===== src/rtl/cache_assoc_control_if.sv =====
// Handshake bundle between the associative cache controller, its requester,
// the backing memory and the tag/data/valid/dirty datapath.
interface cache_assoc_control_if #(
  parameter int BYTE_NUM = 8,
  parameter int WAYS     = 4,
  parameter int SETS     = 16
);
  localparam int SET_W = $clog2(SETS);

  logic                mem_ack;
  logic                mem_rd_en;
  logic                mem_wr_en;
  logic [BYTE_NUM-1:0] mem_sel;
  logic                ctrl_rd_en;
  logic                ctrl_wr_en;
  logic                ctrl_flush;
  logic                ctrl_ack;
  logic [WAYS-1:0]     hit_way;
  logic [WAYS-1:0]     valid_way;
  logic [WAYS-1:0]     dirty_way;
  logic                ctrl_wr_en_d;
  logic [SET_W-1:0]    set_index_d;
  logic                sample_ctrl_inputs;
  logic                flush_active;
  logic [SET_W-1:0]    flush_set;
  logic [WAYS-1:0]     way_sel;
  logic                set_valid, set_tag, set_data, set_dirty;
  logic                clear_dirty, clear_valid;
  logic                wb_tag_sel;

  // master: requester + memory + datapath side; slave: the controller
  modport master (
    output mem_ack, ctrl_rd_en, ctrl_wr_en, ctrl_flush,
           hit_way, valid_way, dirty_way, ctrl_wr_en_d, set_index_d,
    input  mem_rd_en, mem_wr_en, mem_sel, ctrl_ack, sample_ctrl_inputs,
           flush_active, flush_set, way_sel, set_valid, set_tag, set_data,
           set_dirty, clear_dirty, clear_valid, wb_tag_sel
  );

  modport slave (
    input  mem_ack, ctrl_rd_en, ctrl_wr_en, ctrl_flush,
           hit_way, valid_way, dirty_way, ctrl_wr_en_d, set_index_d,
    output mem_rd_en, mem_wr_en, mem_sel, ctrl_ack, sample_ctrl_inputs,
           flush_active, flush_set, way_sel, set_valid, set_tag, set_data,
           set_dirty, clear_dirty, clear_valid, wb_tag_sel
  );
endinterface


===== src/rtl/cache_assoc_control.sv =====
// Control FSM for an N-way set-associative write-back/write-allocate cache with
// round-robin victim choice per set and a full-cache flush walk.
module cache_assoc_control #(
  parameter int BYTE_NUM         = 8,
  parameter int WAYS             = 4,
  parameter int SETS             = 16,
  parameter int FLUSH_INVALIDATE = 0
) (
  input logic                  clock,
  input logic                  reset,
  cache_assoc_control_if.slave bus
);
  localparam int WAY_W = $clog2(WAYS);
  localparam int SET_W = $clog2(SETS);

  typedef enum logic [2:0] {
    S_IDLE, S_CMP, S_WB, S_ALLOC, S_FCHK, S_FWB, S_FDONE
  } state_t;

  state_t                      r_state;
  logic [WAY_W-1:0]            r_victim;
  logic                        r_all_valid;
  logic [SETS-1:0][WAY_W-1:0]  r_rr;
  logic [SET_W-1:0]            r_fset;
  logic [WAY_W-1:0]            r_fway;
  logic                        r_mem_rd, r_mem_wr, r_wb_sel, r_flush_active;

  logic                        w_hit, w_has_free, w_vict_dirty, w_fdirty, w_last;
  logic [WAY_W-1:0]            w_free, w_victim;
  logic [WAYS-1:0]             w_fway_oh, w_vict_oh;
  logic [SET_W-1:0]            w_fset_nxt;

  assign w_hit        = |bus.hit_way;
  assign w_fway_oh    = WAYS'(1) << r_fway;
  assign w_vict_oh    = WAYS'(1) << r_victim;
  assign w_fdirty     = bus.valid_way[r_fway] & bus.dirty_way[r_fway];
  assign w_last       = (r_fset == SET_W'(SETS-1)) && (r_fway == WAY_W'(WAYS-1));
  assign w_fset_nxt   = (r_fway == WAY_W'(WAYS-1)) ? r_fset + 1'b1 : r_fset;
  // A free way is never dirty, so only a full set can force a write-back
  assign w_vict_dirty = !w_has_free && bus.dirty_way[w_victim];

  always_comb begin
    w_free     = '0;
    w_has_free = 1'b0;
    for (int i = WAYS-1; i >= 0; i--) begin
      if (!bus.valid_way[i]) begin
        w_free     = WAY_W'(i);
        w_has_free = 1'b1;
      end
    end
    w_victim = w_has_free ? w_free : r_rr[bus.set_index_d];
  end

  assign bus.mem_rd_en    = r_mem_rd;
  assign bus.mem_wr_en    = r_mem_wr;
  assign bus.wb_tag_sel   = r_wb_sel;
  assign bus.mem_sel      = '1;
  assign bus.flush_active = r_flush_active;
  assign bus.flush_set    = r_fset;

  // Array strobes react to same-cycle array reads and mem_ack
  always_comb begin
    bus.sample_ctrl_inputs = 1'b0;
    bus.ctrl_ack           = 1'b0;
    bus.set_valid          = 1'b0;
    bus.set_tag            = 1'b0;
    bus.set_data           = 1'b0;
    bus.set_dirty          = 1'b0;
    bus.clear_dirty        = 1'b0;
    bus.clear_valid        = 1'b0;
    bus.way_sel            = (r_state == S_FCHK || r_state == S_FWB) ? w_fway_oh : w_vict_oh;
    case (r_state)
      S_IDLE:  bus.sample_ctrl_inputs = !bus.ctrl_flush && (bus.ctrl_rd_en || bus.ctrl_wr_en);
      S_CMP: begin
        bus.way_sel = bus.hit_way;
        if (w_hit) begin
          bus.set_valid = 1'b1;
          bus.set_tag   = 1'b1;
          bus.set_data  = bus.ctrl_wr_en_d;
          bus.set_dirty = bus.ctrl_wr_en_d;
          bus.ctrl_ack  = 1'b1;
        end
      end
      S_ALLOC: if (bus.mem_ack) begin
        bus.set_valid = 1'b1;
        bus.set_tag   = 1'b1;
        bus.set_data  = 1'b1;
      end
      S_FCHK:  bus.clear_valid = !w_fdirty && (FLUSH_INVALIDATE != 0);
      S_FWB: if (bus.mem_ack) begin
        bus.clear_dirty = 1'b1;
        bus.clear_valid = (FLUSH_INVALIDATE != 0);
      end
      S_FDONE: bus.ctrl_ack = 1'b1;
      default: ;
    endcase
  end

  always_ff @(posedge clock or posedge reset) begin
    if (reset) begin
      r_state        <= S_IDLE;
      r_victim       <= '0;
      r_all_valid    <= 1'b0;
      r_rr           <= '0;
      r_fset         <= '0;
      r_fway         <= '0;
      r_mem_rd       <= 1'b0;
      r_mem_wr       <= 1'b0;
      r_wb_sel       <= 1'b0;
      r_flush_active <= 1'b0;
    end else begin
      case (r_state)
        S_IDLE:
          if (bus.ctrl_flush) begin
            r_fset         <= '0;
            r_fway         <= '0;
            r_flush_active <= 1'b1;
            r_state        <= S_FCHK;
          end else if (bus.ctrl_rd_en || bus.ctrl_wr_en) begin
            r_state <= S_CMP;
          end
        S_CMP:
          if (w_hit) begin
            r_state <= S_IDLE;
          end else begin
            r_victim    <= w_victim;
            r_all_valid <= !w_has_free;
            if (w_vict_dirty) begin
              r_mem_wr <= 1'b1;
              r_wb_sel <= 1'b1;
              r_state  <= S_WB;
            end else begin
              r_mem_rd <= 1'b1;
              r_state  <= S_ALLOC;
            end
          end
        S_WB:
          if (bus.mem_ack) begin
            r_mem_wr <= 1'b0;
            r_wb_sel <= 1'b0;
            r_mem_rd <= 1'b1;
            r_state  <= S_ALLOC;
          end
        S_ALLOC:
          if (bus.mem_ack) begin
            r_mem_rd <= 1'b0;
            if (r_all_valid)
              r_rr[bus.set_index_d] <= r_rr[bus.set_index_d] + 1'b1;
            r_state <= S_CMP;
          end
        S_FCHK:
          if (w_fdirty) begin
            r_mem_wr <= 1'b1;
            r_wb_sel <= 1'b1;
            r_state  <= S_FWB;
          end else begin
            r_fway         <= r_fway + 1'b1;
            r_fset         <= w_fset_nxt;
            r_flush_active <= !w_last;
            r_state        <= w_last ? S_FDONE : S_FCHK;
          end
        S_FWB:
          if (bus.mem_ack) begin
            r_mem_wr       <= 1'b0;
            r_wb_sel       <= 1'b0;
            r_fway         <= r_fway + 1'b1;
            r_fset         <= w_fset_nxt;
            r_flush_active <= !w_last;
            r_state        <= w_last ? S_FDONE : S_FCHK;
          end
        S_FDONE: r_state <= S_IDLE;
        default: r_state <= S_IDLE;
      endcase
    end
  end
endmodule


===== src/flat_wrapper.sv =====
// flat-port wrapper written by rule: the top's interface ports become plain ports
module cache_assoc_control_flat 
#(
  parameter int BYTE_NUM         = 8,
  parameter int WAYS             = 4,
  parameter int SETS             = 16,
  parameter int FLUSH_INVALIDATE = 0
)
  (clock, reset, bus_mem_ack, bus_ctrl_rd_en, bus_ctrl_wr_en, bus_ctrl_flush, bus_hit_way, bus_valid_way, bus_dirty_way, bus_ctrl_wr_en_d, bus_set_index_d, bus_mem_rd_en, bus_mem_wr_en, bus_mem_sel, bus_ctrl_ack, bus_sample_ctrl_inputs, bus_flush_active, bus_flush_set, bus_way_sel, bus_set_valid, bus_set_tag, bus_set_data, bus_set_dirty, bus_clear_dirty, bus_clear_valid, bus_wb_tag_sel);
  cache_assoc_control_if #(.BYTE_NUM(BYTE_NUM), .WAYS(WAYS), .SETS(SETS)) bus_i ();
  input logic clock;
  input logic reset;
  input wire logic [$bits(bus_i.mem_ack)-1:0] bus_mem_ack;
  input wire logic [$bits(bus_i.ctrl_rd_en)-1:0] bus_ctrl_rd_en;
  input wire logic [$bits(bus_i.ctrl_wr_en)-1:0] bus_ctrl_wr_en;
  input wire logic [$bits(bus_i.ctrl_flush)-1:0] bus_ctrl_flush;
  input wire logic [$bits(bus_i.hit_way)-1:0] bus_hit_way;
  input wire logic [$bits(bus_i.valid_way)-1:0] bus_valid_way;
  input wire logic [$bits(bus_i.dirty_way)-1:0] bus_dirty_way;
  input wire logic [$bits(bus_i.ctrl_wr_en_d)-1:0] bus_ctrl_wr_en_d;
  input wire logic [$bits(bus_i.set_index_d)-1:0] bus_set_index_d;
  output wire logic [$bits(bus_i.mem_rd_en)-1:0] bus_mem_rd_en;
  output wire logic [$bits(bus_i.mem_wr_en)-1:0] bus_mem_wr_en;
  output wire logic [$bits(bus_i.mem_sel)-1:0] bus_mem_sel;
  output wire logic [$bits(bus_i.ctrl_ack)-1:0] bus_ctrl_ack;
  output wire logic [$bits(bus_i.sample_ctrl_inputs)-1:0] bus_sample_ctrl_inputs;
  output wire logic [$bits(bus_i.flush_active)-1:0] bus_flush_active;
  output wire logic [$bits(bus_i.flush_set)-1:0] bus_flush_set;
  output wire logic [$bits(bus_i.way_sel)-1:0] bus_way_sel;
  output wire logic [$bits(bus_i.set_valid)-1:0] bus_set_valid;
  output wire logic [$bits(bus_i.set_tag)-1:0] bus_set_tag;
  output wire logic [$bits(bus_i.set_data)-1:0] bus_set_data;
  output wire logic [$bits(bus_i.set_dirty)-1:0] bus_set_dirty;
  output wire logic [$bits(bus_i.clear_dirty)-1:0] bus_clear_dirty;
  output wire logic [$bits(bus_i.clear_valid)-1:0] bus_clear_valid;
  output wire logic [$bits(bus_i.wb_tag_sel)-1:0] bus_wb_tag_sel;
  assign bus_i.mem_ack = bus_mem_ack;
  assign bus_i.ctrl_rd_en = bus_ctrl_rd_en;
  assign bus_i.ctrl_wr_en = bus_ctrl_wr_en;
  assign bus_i.ctrl_flush = bus_ctrl_flush;
  assign bus_i.hit_way = bus_hit_way;
  assign bus_i.valid_way = bus_valid_way;
  assign bus_i.dirty_way = bus_dirty_way;
  assign bus_i.ctrl_wr_en_d = bus_ctrl_wr_en_d;
  assign bus_i.set_index_d = bus_set_index_d;
  assign bus_mem_rd_en = bus_i.mem_rd_en;
  assign bus_mem_wr_en = bus_i.mem_wr_en;
  assign bus_mem_sel = bus_i.mem_sel;
  assign bus_ctrl_ack = bus_i.ctrl_ack;
  assign bus_sample_ctrl_inputs = bus_i.sample_ctrl_inputs;
  assign bus_flush_active = bus_i.flush_active;
  assign bus_flush_set = bus_i.flush_set;
  assign bus_way_sel = bus_i.way_sel;
  assign bus_set_valid = bus_i.set_valid;
  assign bus_set_tag = bus_i.set_tag;
  assign bus_set_data = bus_i.set_data;
  assign bus_set_dirty = bus_i.set_dirty;
  assign bus_clear_dirty = bus_i.clear_dirty;
  assign bus_clear_valid = bus_i.clear_valid;
  assign bus_wb_tag_sel = bus_i.wb_tag_sel;
  cache_assoc_control #(.BYTE_NUM(BYTE_NUM), .WAYS(WAYS), .SETS(SETS), .FLUSH_INVALIDATE(FLUSH_INVALIDATE)) u_core (.clock(clock), .reset(reset), .bus(bus_i));
endmodule

===== config.mk =====
export PLATFORM = sky130hd
export DESIGN_NAME = cache_assoc_control_flat
export DESIGN_NICKNAME = d
export VERILOG_FILES = /design/src/rtl/cache_assoc_control_if.sv /design/src/rtl/cache_assoc_control.sv /design/src/flat_wrapper.sv
export SDC_FILE = /design/constraint.sdc
export NUM_CORES = 1
export LEC_CHECK = 0
export CAP_MARGIN = 10
export CORE_ASPECT_RATIO = 0.7
export CORE_UTILIZATION = 51
export CTS_BUF_LIST = sky130_fd_sc_hd__clkbuf_8
export CTS_CLUSTER_SIZE = 14
export DETAILED_ROUTE_END_ITERATION = 8
export PLACE_DENSITY = 0.83
export SLEW_MARGIN = 30
export SYNTH_ARGS = -nofsm -noshare
export SYNTH_HDL_FRONTEND = slang
export SYNTH_SLANG_ARGS = --single-unit

===== constraint.sdc =====
create_clock -name clock -period 2.7 [get_ports clock]
set_clock_uncertainty 0.15 [all_clocks]
set_input_delay 0.54 -clock clock [delete_from_list [all_inputs] [get_ports clock]]
set_output_delay 0.54 -clock clock [all_outputs]
set_load 0.005 [all_outputs]

==> results.py <==
metrics = {
    "clocking": {
        "total_number_of_clock_tree_sinks": 47,
        "ctsHoldBuffers": 0,
        "cts-root-to-sink-buffers": 2,
        "clk_pin_slew_worst_paths_ns": 0.08,
        "inserted_clock_buffers": 5,
        "insertion_delay_ns": 0.29,
        "htree_levels": 2,
        "cts_root_buffer": "clkbuf_8",
        "tritoncts": "built",
        "cts_setup_buffers": 0,
    },
    "global_route": {
        "grt_use_met3_pct": 3.40,
        "grt_first_pass_wirelength_mm": 10.9,
        "grt_use_total_pct": 23.9,
        "first_global_vias": 2205,
        "largest_net_degree_at_the_start_of_global_routing": 28,
        "met1_usage_pct": 36.6,
        "gr-usage-met2_pct": 35.7,
        "busiest_layer": "met1",
        "antenna_found_initial": 0,
        "globalRouteOverflowTotal": 0,
    },
    "floorplan": {
        "initial_utilization_pct": 53.6,
        "core_area_um2": 5310,
        "top_level_ports": 51,
        "die_height_um": 64.5,
        "die_area_um2": 5890,
        "die-width_um": 91.3,
        "rows": 22,
    },
    "layout": {
        "finish.cell_count_without_fillers": 399,
        "antennaDiodeCount": 0,
        "final_net_count": 353,
        "flow.area_growth_from_synthesis_pct": 27.9,
        "post_route_cells_drive_above_1_share_pct": 27.8,
    },
    "status": {
        "outcome": "finished, final reports clean",
    },
    "setup_path": {
        "crit_path_top_delay_cell": "clkdlybuf4s50_1",
        "required_ns": 2.01,
        "critPathMaxFanout": 8,
        "crit_end_element": "output pin",
        "worst-endpoint-arrival_ns": 1.91,
        "critical_path.cell_chain": "nand2b_4 > nor2_2 > buf_4 > nand2_1 > o21ai_0 > clkdlybuf4s50_1",
        "timing.setup.critical_path_class": "reg -> out",
        "critical_path_start_type": "register",
        "critical_path_s_largest_stage_delay_ns": 0.54,
    },
    "synth": {
        "synthesis.area_um2": 2850,
        "synthDominantCellAreaShare_pct": 41.3,
        "yosys.cell_types.count": 45,
        "synthesis.area_per_instance_um2": 10.7,
        "asr_flop_ratio_synth_pct": 100,
        "netlist_top_cells_area": "dfrtp_1 41%, mux2_2 14%, mux2i_1 6.3%",
        "synth.yosys.seq_area_share_pct": 41.3,
        "ys_dominant_reg_cell": "dfrtp_1",
        "ys_ff_latch": 47,
        "synthesis.yosys.warnings": 0,
        "synth-edff-count": 0,
        "synthDominantAreaCellType": "dfrtp_1",
        "netlist_instances": 266,
    },
    "routing": {
        "detailroute.via_count": 2273,
        "remaining_drc_errors": 0,
        "drt-wirelength-per-cell_um": 16.5,
        "initialDrtViolationCount": 101,
        "firstDrtPassIters": 5,
        "drt-vias-per-instance": 5.70,
        "ant_nets": 0,
        "drt-total-wl_mm": 6.60,
    },
    "placed_design": {
        "place_inst": 392,
        "buffer_ports.inserted": 41,
        "place.detailed.hpwl_mm": 5.02,
        "gp_congestion": 0.841,
    },
    "timing": {
        "fmax_mhz": 384,
        "max_slew.worst_pin.slew_ns": 0.574,
        "hold_viol_final": 0,
        "final-max-slew-violation-count": 0,
        "setup_viol_count_final": 0,
        "slew_headroom_pct": 60.8,
        "post_route_clock_period_utilization_pct": 96.4,
        "period_minus_slack_ns": 2.60,
    },
    "pwr": {
        "p_leak_uw": 0.00172,
        "ir_worst_vdd_uv": 409,
        "totalPowerFinal_uw": 1920,
        "power-per-cell-area_nw_per_um2": 527,
    },
    "job": {
        "cap_violations": 0,
    },
    "worst_hold_path": {
        "hold_class": "reg -> reg",
    },
}
-- sequential cells by signal (all words and copies together) (netlist names) --
| signal | count |
|---|---|
| u_core.bus.flush_active | 1 |
| u_core.r_rr | 32 |
| u_core.r_fway | 2 |
| u_core.bus.flush_set | 4 |
| u_core.r_state | 3 |
| u_core.bus.mem_wr_en | 1 |
| u_core.r_all_valid | 1 |
| u_core.r_victim | 2 |
| u_core.bus.mem_rd_en | 1 |
-- cells in the final DEF, fill, tap and decap left out, drive strengths merged, types with 2 or more instances in the layout --
master         Yosys  routed
clkbuf            10       5
or4                4       4
mux2              35      35
mux2i             18      18
mux4               7       7
o211ai             2       2
dlymetal6s2s       0       5
ha                 2       2
nor3b              2       2
o21bai             2       2
nand4              2       2
nor2              27      27
nand3              5       5
conb               2       9
a21o               2       2
a2111oi            2       2
a221oi             3       3
clkdlybuf4s15      0       3
dlygate4sd2        0       3
or3                2       2
nor2b              3       3
nor3               6       6
nand2b             8       8
clkdlybuf4s50      0      30
inv                5       7
xnor2              4       4
a21boi             2       2
or2                2       2
and3               3       3
o21ai              6       6
a31o               2       2
a21oi              9       9
nand2             18      18
a211oi             2       2
buf               14      30
dfrtp             47      47
-- synth_stat cells, types with 2 or more instances --
cell,count
nand2_1,18
or4_1,4
nand4_1,2
and3_1,3
a21o_1,2
a21boi_0,2
a21oi_1,9
inv_1,5
o211ai_1,2
nor2b_1,3
nor3_1,6
nor3b_1,2
mux4_2,3
nor2_1,27
o21bai_1,2
mux4_1,4
buf_4,11
mux2i_1,18
o21ai_0,6
or3_1,2
nand2b_1,8
or2_2,2
xnor2_1,4
a31o_2,2
dfrtp_1,47
mux2_2,35
a221oi_1,2
ha_1,2
conb_1,2
a211oi_1,2
a2111oi_0,2
clkbuf_1,10
nand3_1,5
-- kinds of logic after synthesis --
family / count (synthesis) / share of synthesized area [%]
xor gates and xnor gates: 4 / 1.23
buffers and inverters: 30 / 6.28
and+or+nand+nor: 84 / 14.3
adders and majority gates: 2 / 0.878
other: 2 / 0.264
muxes: 60 / 26.2
DFF: 47 / 41.3
AOI/OAI and AO/OA: 37 / 9.53
-- stage by stage --
| step | TNS [ns] | instance area (µm²) | util, % | worst slack, ns | hold WS [ns] |
|---|---|---|---|---|---|
| final | 0 | 3640 | 68.6 | 0.0962 | 0.358 |
| after floorplan | 0 | 2880 | - | 0.228 | 0.299 |
| after global routing | -0.0147 | 3640 | 68.6 | -0.0115 | 0.378 |
| after detailed placement | -7.20 | 3470 | 65.3 | -0.415 | 0.342 |
| after CTS | -0.174 | 3580 | 67.4 | -0.0907 | 0.360 |
| after global placement | -6.12 | 3470 | 65.3 | -0.343 | 0.310 |
-- worst paths after layout --
path                                   start           endpoint  slack, ns  depth (start not counted)
setup / recovery           u_core.r_state[2]     bus_way_sel[1]        0.1                          6
setup reg to reg           u_core.r_state[2]  u_core.r_state[0]       0.44                          6
hold reg to reg               u_core.r_rr[5]     u_core.r_rr[5]       0.36                          1
hold / removal                u_core.r_rr[5]     u_core.r_rr[5]       0.36                          1
max in group asynchronous              reset     u_core.r_rr[2]       1.47                          3
min in group asynchronous              reset    u_core.r_rr[22]       0.43                          2
-- area by class of cell --
class                      instances  area, µm²
multi-input combinational        196       1580
clock inverter                     1       3.75
inverter                           6       22.5
clock buffer                       5       68.8
tap                               72       90.1
fill                             387       1670
timing repair buffer              72        703
sequential                        47       1180
-- routing by layer --
| layer | vias up | routed length, µm |
|---|---|---|
| met5 | - | 0 |
| met4 | 0 | 49 |
| met3 | 8 | 337 |
| met2 | 73 | 2910 |
| met1 | 1120 | 3300 |
| li1 | 1072 | - |
-- timing repair --
action | CTS | global route
pin swaps | 1 | 1
gates cloned | 1 | 0
gates resized for setup | 13 | 17
setup endpoints to repair | 22 | 12
-- critical path: cells and delay by family, from the launching register on --
kind                   cells  cell delay, ns
buffers and inverters      2            0.71
DFF                        1            0.43
and+or+nand+nor            3            0.41
AOI/OAI and AO/OA          1            0.07
-- where the power goes --
group / switching (µW) / internal, µW / leakage, µW / total (µW)
clock: 203 / 169 / 0.0000413 / 372
combinational: 292 / 410 / 0.00105 / 701
sequential: 84.0 / 763 / 0.000629 / 847
total: 579 / 1340 / 0.00172 / 1920
(Power assumes the default switching activity.)
